**src/rtl/fgyrus_pcm_fetch.sv**
```systemverilog
// fgyrus_pcm_fetch
//   Frame fetch sequencer between the Audio Cortex PCM buffer and the Fgyrus
//   FFT input. On a rising edge of the frame-ready level it reads every
//   left/right sample through the buffer's address/data port. It forms one
//   output sample per index (mono average, left only or right only) and
//   streams the samples out over valid/ready through a small FIFO. Reads are
//   issued only against FIFO credit, so returning data always has a slot.
//
//   State table
//   state    | meaning
//   ---------+---------------------------------------------------------
//   S_IDLE   | waiting for a frame-ready edge, no frame in progress
//   S_FETCH  | issuing buffer reads, paced by FIFO credit
//   S_DRAIN  | all reads issued, waiting for the last sample to be taken
//
// Ports
//   clk, rst     single clock, synchronous active-high reset
//   pcm_rdy      frame-ready level from the PCM buffer
//   pcm_addr     buffer read address {channel, index}, channel 1 = right
//   pcm_data     signed sample, valid RD_LATENCY cycles after pcm_addr
//   mode         0 mono average, 1 left, 2 right, 3 same as 0; latched per frame
//   smpl_valid / smpl_ready / smpl_data / smpl_idx / smpl_last
//                output stream to the FFT core
//   busy         frame in progress
//   ovr_pulse    one cycle: frame-ready edge seen while busy (edge ignored)
//   frame_cnt    completed frames, wraps
module fgyrus_pcm_fetch #(
    parameter int NUM_SAMPLES = 128,
    parameter int MEM_ADDR_W  = $clog2(NUM_SAMPLES) + 1,
    parameter int RD_LATENCY  = 2,
    parameter int FIFO_DEPTH  = 4
) (
    input  logic                           clk,
    input  logic                           rst,
    input  logic                           pcm_rdy,
    output logic [MEM_ADDR_W-1:0]          pcm_addr,
    input  logic [31:0]                    pcm_data,
    input  logic [1:0]                     mode,
    output logic                           smpl_valid,
    input  logic                           smpl_ready,
    output logic [31:0]                    smpl_data,
    output logic [$clog2(NUM_SAMPLES)-1:0] smpl_idx,
    output logic                           smpl_last,
    output logic                           busy,
    output logic                           ovr_pulse,
    output logic [15:0]                    frame_cnt
);

    localparam int IDX_W = $clog2(NUM_SAMPLES);
    localparam int CNT_W = $clog2(FIFO_DEPTH + 1);
    localparam int PTR_W = $clog2(FIFO_DEPTH);

    localparam logic [1:0] MODE_MONO  = 2'd0;
    localparam logic [1:0] MODE_RIGHT = 2'd2;

    localparam logic [IDX_W-1:0] IDX_LAST = IDX_W'(NUM_SAMPLES - 1);

    typedef enum logic [1:0] {
        S_IDLE  = 2'd0,
        S_FETCH = 2'd1,
        S_DRAIN = 2'd2
    } state_t;

    state_t state_q, state_d;

    logic                  rdy_q, rdy_qq;
    logic                  frame_start;
    logic [1:0]            mode_q;
    logic [IDX_W-1:0]      iss_idx_q;
    logic                  slot_q;
    logic [RD_LATENCY:0]   sr_vld_q;
    logic [RD_LATENCY:0]   sr_push_q;
    logic [31:0]           l_hold_q;
    logic [CNT_W-1:0]      inflight_q;
    logic [31:0]           fifo_mem [FIFO_DEPTH];
    logic [PTR_W-1:0]      wr_ptr_q, rd_ptr_q;
    logic [CNT_W-1:0]      fifo_cnt_q;
    logic [IDX_W-1:0]      out_idx_q;
    logic [15:0]           frame_cnt_q;
    logic                  ovr_q;
    logic [MEM_ADDR_W-1:0] addr_q;

    logic                  issue, issue_new, issue_push;
    logic [MEM_ADDR_W-1:0] issue_addr;
    logic                  frame_done;
    logic                  ret, push, pop;
    logic signed [32:0]    mono_sum;
    logic [31:0]           push_data;
    logic [CNT_W:0]        commit;
    logic                  credit_ok;

    assign frame_start = rdy_q & ~rdy_qq;

    assign smpl_valid = (fifo_cnt_q != '0);
    assign pop        = smpl_valid & smpl_ready;
    assign smpl_data  = fifo_mem[rd_ptr_q];
    assign smpl_idx   = out_idx_q;
    assign smpl_last  = smpl_valid && (out_idx_q == IDX_LAST);
    assign busy       = (state_q != S_IDLE);
    assign ovr_pulse  = ovr_q;
    assign frame_cnt  = frame_cnt_q;
    assign pcm_addr   = addr_q;

    // Tag pipeline output: a read issued RD_LATENCY+1 edges ago has its data
    // on pcm_data now. Only the read that completes an index pushes.
    assign ret  = sr_vld_q[RD_LATENCY];
    assign push = ret & sr_push_q[RD_LATENCY];

    // 33-bit sum so L+R cannot overflow; >>> floors toward minus infinity.
    assign mono_sum  = $signed({l_hold_q[31], l_hold_q}) + $signed({pcm_data[31], pcm_data});
    assign push_data = (mode_q == MODE_MONO) ? 32'(mono_sum >>> 1) : pcm_data;

    // Every issued index will eventually occupy one FIFO slot. The entry
    // leaving this cycle is already counted as free, which keeps the
    // single-channel stream at one sample per cycle with the minimum depth.
    assign commit    = {1'b0, fifo_cnt_q} + {1'b0, inflight_q} - {{CNT_W{1'b0}}, pop};
    assign credit_ok = (commit < (CNT_W + 1)'(FIFO_DEPTH));

    always_ff @(posedge clk) begin
        if (rst) begin
            state_q <= S_IDLE;
        end else begin
            state_q <= state_d;
        end
    end

    always_comb begin
        state_d    = state_q;
        issue      = 1'b0;
        issue_new  = 1'b0;
        issue_push = 1'b0;
        issue_addr = '0;
        frame_done = 1'b0;
        case (state_q)
            S_IDLE: begin
                if (frame_start) begin
                    state_d = S_FETCH;
                end
            end
            S_FETCH: begin
                if (mode_q == MODE_MONO) begin
                    if (!slot_q) begin
                        if (credit_ok) begin
                            issue      = 1'b1;
                            issue_new  = 1'b1;
                            issue_addr = {1'b0, iss_idx_q};
                        end
                    end else begin
                        // Right half of a pair was credited with its left half.
                        issue      = 1'b1;
                        issue_push = 1'b1;
                        issue_addr = {1'b1, iss_idx_q};
                        if (iss_idx_q == IDX_LAST) begin
                            state_d = S_DRAIN;
                        end
                    end
                end else begin
                    if (credit_ok) begin
                        issue      = 1'b1;
                        issue_new  = 1'b1;
                        issue_push = 1'b1;
                        issue_addr = {(mode_q == MODE_RIGHT), iss_idx_q};
                        if (iss_idx_q == IDX_LAST) begin
                            state_d = S_DRAIN;
                        end
                    end
                end
            end
            S_DRAIN: begin
                if (pop && smpl_last) begin
                    state_d    = S_IDLE;
                    frame_done = 1'b1;
                end
            end
            default: begin
                state_d = S_IDLE;
            end
        endcase
    end

    always_ff @(posedge clk) begin
        if (rst) begin
            rdy_q       <= 1'b0;
            rdy_qq      <= 1'b0;
            ovr_q       <= 1'b0;
            mode_q      <= MODE_MONO;
            iss_idx_q   <= '0;
            slot_q      <= 1'b0;
            sr_vld_q    <= '0;
            sr_push_q   <= '0;
            l_hold_q    <= '0;
            inflight_q  <= '0;
            wr_ptr_q    <= '0;
            rd_ptr_q    <= '0;
            fifo_cnt_q  <= '0;
            out_idx_q   <= '0;
            frame_cnt_q <= '0;
            addr_q      <= '0;
            for (int i = 0; i < FIFO_DEPTH; i++) begin
                fifo_mem[i] <= '0;
            end
        end else begin
            rdy_q  <= pcm_rdy;
            rdy_qq <= rdy_q;
            ovr_q  <= frame_start && (state_q != S_IDLE);

            if (state_q == S_IDLE && frame_start) begin
                mode_q    <= (mode == 2'd3) ? MODE_MONO : mode;
                iss_idx_q <= '0;
                slot_q    <= 1'b0;
                out_idx_q <= '0;
            end

            if (issue) begin
                addr_q <= issue_addr;
                if (mode_q == MODE_MONO) begin
                    slot_q <= ~slot_q;
                end
                if (issue_push) begin
                    iss_idx_q <= iss_idx_q + 1'b1;
                end
            end

            sr_vld_q  <= {sr_vld_q[RD_LATENCY-1:0], issue};
            sr_push_q <= {sr_push_q[RD_LATENCY-1:0], issue_push};

            if (ret && !sr_push_q[RD_LATENCY]) begin
                l_hold_q <= pcm_data;
            end

            case ({issue_new, push})
                2'b10:   inflight_q <= inflight_q + 1'b1;
                2'b01:   inflight_q <= inflight_q - 1'b1;
                default: inflight_q <= inflight_q;
            endcase

            if (push) begin
                fifo_mem[wr_ptr_q] <= push_data;
                wr_ptr_q <= (wr_ptr_q == PTR_W'(FIFO_DEPTH - 1)) ? '0 : wr_ptr_q + 1'b1;
            end
            if (pop) begin
                rd_ptr_q  <= (rd_ptr_q == PTR_W'(FIFO_DEPTH - 1)) ? '0 : rd_ptr_q + 1'b1;
                out_idx_q <= out_idx_q + 1'b1;
            end
            case ({push, pop})
                2'b10:   fifo_cnt_q <= fifo_cnt_q + 1'b1;
                2'b01:   fifo_cnt_q <= fifo_cnt_q - 1'b1;
                default: fifo_cnt_q <= fifo_cnt_q;
            endcase

            if (frame_done) begin
                frame_cnt_q <= frame_cnt_q + 1'b1;
            end
        end
    end

endmodule
```
**config.mk**
```make
export PLATFORM = sky130hd
export DESIGN_NAME = fgyrus_pcm_fetch
export DESIGN_NICKNAME = d
export VERILOG_FILES = /design/src/rtl/fgyrus_pcm_fetch.sv
export SDC_FILE = /design/constraint.sdc
export NUM_CORES = 1
export LEC_CHECK = 0
export CORE_ASPECT_RATIO = 1.75
export CORE_MARGIN = 4
export CORE_UTILIZATION = 45
export CTS_CLUSTER_DIAMETER = 30
export DETAILED_ROUTE_END_ITERATION = 10
export PLACE_DENSITY = 0.76
export SLEW_MARGIN = 20
export SYNTH_ARGS = -nofsm -noshare
export SYNTH_HDL_FRONTEND = slang
export SYNTH_SLANG_ARGS = --single-unit
```
**constraint.sdc**
```tcl
create_clock -name clk -period 8.3 [get_ports clk]
set_input_delay 0.83 -clock clk [delete_from_list [all_inputs] [get_ports clk]]
set_output_delay 0.83 -clock clk [all_outputs]
set_load 0.1 [all_outputs]
```
==> flow_metrics.env <==
export IMPL_max_cap_violations=0
export IMPL_firstDrtPassIters=6
export IMPL_synth_seq_cells=224
export IMPL_synth_top_area_share=0.335
export IMPL_outcome="finished, final reports clean"
export IMPL_area_delta_synth_final_pct=20.4
export IMPL_r2r_setup_slack_ns=4.16
export IMPL_chipWidth_um=129
export IMPL_clockBufferDepth=3
export IMPL_reg2reg_from="fifo_cnt_q[2]$_SDFFE_PP0P_"
export IMPL_period_share=0.503
export IMPL_drc=0
export IMPL_hold_end="sr_push_q[1]$_SDFF_PP0_"
export IMPL_grt_usage=0.197
export IMPL_yosysTopAreaCell="edfxtp_1"
export IMPL_timing_slew_headroom=0.319
export IMPL_drive_above_1_share=0.100
export IMPL_rsz0062_at_grt="false"
export IMPL_worst_slew_pin_slew_ns=1.02
export IMPL_place_detailed_hpwl_um=19000
export IMPL_cts_buffers=28
export IMPL_ys_types=67
export IMPL_final_util=0.547
export IMPL_setup_viol=0
export IMPL_hold_viol_final=0
export IMPL_clock_sinks=224
export IMPL_power_leakage_nw=5.26
export IMPL_ir_drop_v=0.000160
export IMPL_cts_clk_slew_worst_paths_ns=0.06
export IMPL_antenna_found_initial=0
export IMPL_skew_ns=0.0235
export IMPL_worst_ep_arrival_time_ns=4.65
export IMPL_layout_common_cells="nor2_1, nand2_1, edfxtp_1, a21oi_1, clkdlybuf4s50_1"
export IMPL_synth_area_leaders="edfxtp_1, dfxtp_1, mux4_2"
export IMPL_reg2reg_to="inflight_q[2]$_SDFFE_PP0P_"
export IMPL_vias_per_cell=5.66
export IMPL_yosysSeqAreaShare=0.502
export IMPL_root_buffer="clkbuf_16"
export IMPL_cts_max_level=1
export IMPL_io_pins=105
export IMPL_io_buffers=104
export IMPL_synthArstFlopShare=0
export IMPL_crit_required_ns=8.78
export IMPL_drt_initial_drc_count=556
export IMPL_vias=8911
export IMPL_reg2reg_depth=18
export IMPL_synth_edf_count=128
export IMPL_maxSlewViolCount=0
export IMPL_nets=1319
export IMPL_internal_power_mw=2.01
export IMPL_wl_um=27800
export IMPL_ys_warn_count=0
export IMPL_switching_share=0.258
export IMPL_synth_cells=1145
export IMPL_pwr_density_cell_mw_per_mm2=196
export IMPL_min_path_cells=1
export IMPL_synth_ff_type="edfxtp_1"
export IMPL_pwr_share_comb=0.081
export IMPL_start_util=0.455
export IMPL_die_area_mm2=0.0282
export IMPL_grt_ovfl_total=0
export IMPL_syn_num_nets=1229
export IMPL_seqPwrFrac=0.444
export IMPL_clock_latency_ns=0.56
export IMPL_min_path_type="flip-flop to flip-flop"
export IMPL_power_switching_mw=0.699
export IMPL_gp_congestion=1.02
export IMPL_cts_resized=0
export IMPL_path_class="input port to flip-flop"
export IMPL_worstHoldStart="sr_push_q[0]$_SDFF_PP0_"
export IMPL_crit_path_start_kind="input port"
export IMPL_rows=77
export IMPL_power_frac_clock=0.475
export IMPL_postCtsSetupBuffers=0
export IMPL_cts_tree="done"
export IMPL_postCtsHoldBufs=0
export IMPL_max_freq_mhz=240
export IMPL_setup_tns_ns=0
export IMPL_detail_route_antenna_nets=0
export IMPL_wl_per_cell_um=17.7
export IMPL_grt_pass1_vias=9181
export IMPL_fin_crit_ns=4.17
export IMPL_grt_pass1_wl_um=45000
export IMPL_endpoint_kind="flip-flop"
export IMPL_antenna_cells=0
export IMPL_final_common_cell="nor2_1"
export IMPL_core_mm2=0.0252
export IMPL_synth_area_mm2=0.0115
export IMPL_die_h_um=219
export IMPL_grt_max_degree=63
export IMPL_cp_max_fo=12
export IMPL_avgSynthCellArea_um2=10.0
cell usage after synthesis, drive strengths merged (15+ instances only):
cell and count:
a21o 19, a21oi 110, and3 17, clkbuf 45
dfxtp 96, edfxtp 128, ha 43, inv 48
mux4 32, nand2 135, nand3 20, nor2 180
nor2b 15, nor3 28, o21ai 38, or3 16
xor2 24
metal layers:
layer  track usage  vias up  routed length [µm]
li1              -     4276                   -
met1         0.208     4248                9990
met2         0.372      290               15000
met3        0.0312       97                1520
met4        0.0953        0                1280
met5             0        -                   0
worst max-delay path by stage:
stage / start / end / slack (ns) / cells after the start
2_1_floorplan: fifo_cnt_q[0]$_SDFFE_PP0P_ / inflight_q[2]$_SDFFE_PP0P_ / 4.18 / 18
3_3_place_gp: smpl_ready / inflight_q[2]$_SDFFE_PP0P_ / 3.72 / 18
3_5_place_dp: smpl_ready / inflight_q[2]$_SDFFE_PP0P_ / 3.53 / 18
4_1_cts: smpl_ready / inflight_q[2]$_SDFFE_PP0P_ / 4.12 / 18
5_1_grt: fifo_cnt_q[2]$_SDFFE_PP0P_ / inflight_q[2]$_SDFFE_PP0P_ / 3.82 / 18
6_report: smpl_ready / inflight_q[2]$_SDFFE_PP0P_ / 4.13 / 18
cell type report:
type / count / area, µm²
Clock inverter: 20 / 270
Tap cell: 316 / 395
Clock buffer: 32 / 747
Multi-Input combinational cell: 815 / 5310
Inverter: 48 / 180
Sequential cell: 224 / 5770
Fill cell: 2189 / 11400
Timing Repair Buffer: 118 / 1140
logic make-up (layout without fill, tap and decap cells):
logic type | count (synthesis) | after routing | share of synthesized area
AOI/OAI and AO/OA | 234 | 234 | 0.131
xor gates and xnor gates | 31 | 31 | 0.0237
adders and majority gates | 46 | 46 | 0.0521
buffers and inverters | 106 | 218 | 0.0353
DFF | 224 | 224 | 0.502
muxes | 49 | 49 | 0.0779
and+or+nand+nor | 455 | 455 | 0.178
per-stage QoR:
stage | power, mW | hold WS (ns) | cells | instance area, µm² | setup WS, ns
2_1_floorplan | 1.38 | 0.414 | 1145 | 11500 | 4.18
3_3_place_gp | 1.44 | 0.418 | 1521 | 12800 | 3.72
3_5_place_dp | 1.45 | 0.428 | 1521 | 12800 | 3.53
4_1_cts | 2.73 | 0.443 | 1573 | 13800 | 4.12
5_1_grt | 2.80 | 0.458 | 1573 | 13800 | 3.82
6_report | 2.71 | 0.437 | 1573 | 13800 | 4.13
power by group through the flow:
stage                     logic, mW  registers (mW)  clock network, mW
after global routing          0.234            1.21               1.36
after CTS                     0.218            1.21               1.31
after floorplan               0.147            1.23                  0
after detailed placement      0.217            1.23                  0
after global placement        0.215            1.23                  0
final                         0.218            1.20               1.29
worst max-delay path: stages:
cell	delay (ns)
clkdlybuf4s50_1	0.46
nand2_1	0.24
inv_2	0.25
ha_1	0.18
inv_1	0.04
ha_1	0.26
nand2_1	0.05
o21bai_1	0.18
mux2_2	0.36
a21oi_1	0.35
nor2_1	0.12
nand2_1	0.10
ha_1	0.19
inv_1	0.06
fa_1	0.37
xor2_1	0.16
or3_1	0.31
a21oi_1	0.14
registers in the layout, indices dropped and copies added, names as in the netlist, named ones only:
name and cells:
fifo_cnt_q 3, fifo_mem 128, frame_cnt 16, inflight_q 3
iss_idx_q 7, l_hold_q 32, mode_q 2, ovr_pulse 1
pcm_addr 8, rd_ptr_q 2, rdy_q 1, rdy_qq 1
slot_q 1, smpl_idx 7, sr_push_q 3, sr_vld_q 3
state_q 2, wr_ptr_q 2
(Power assumes the default switching activity.)
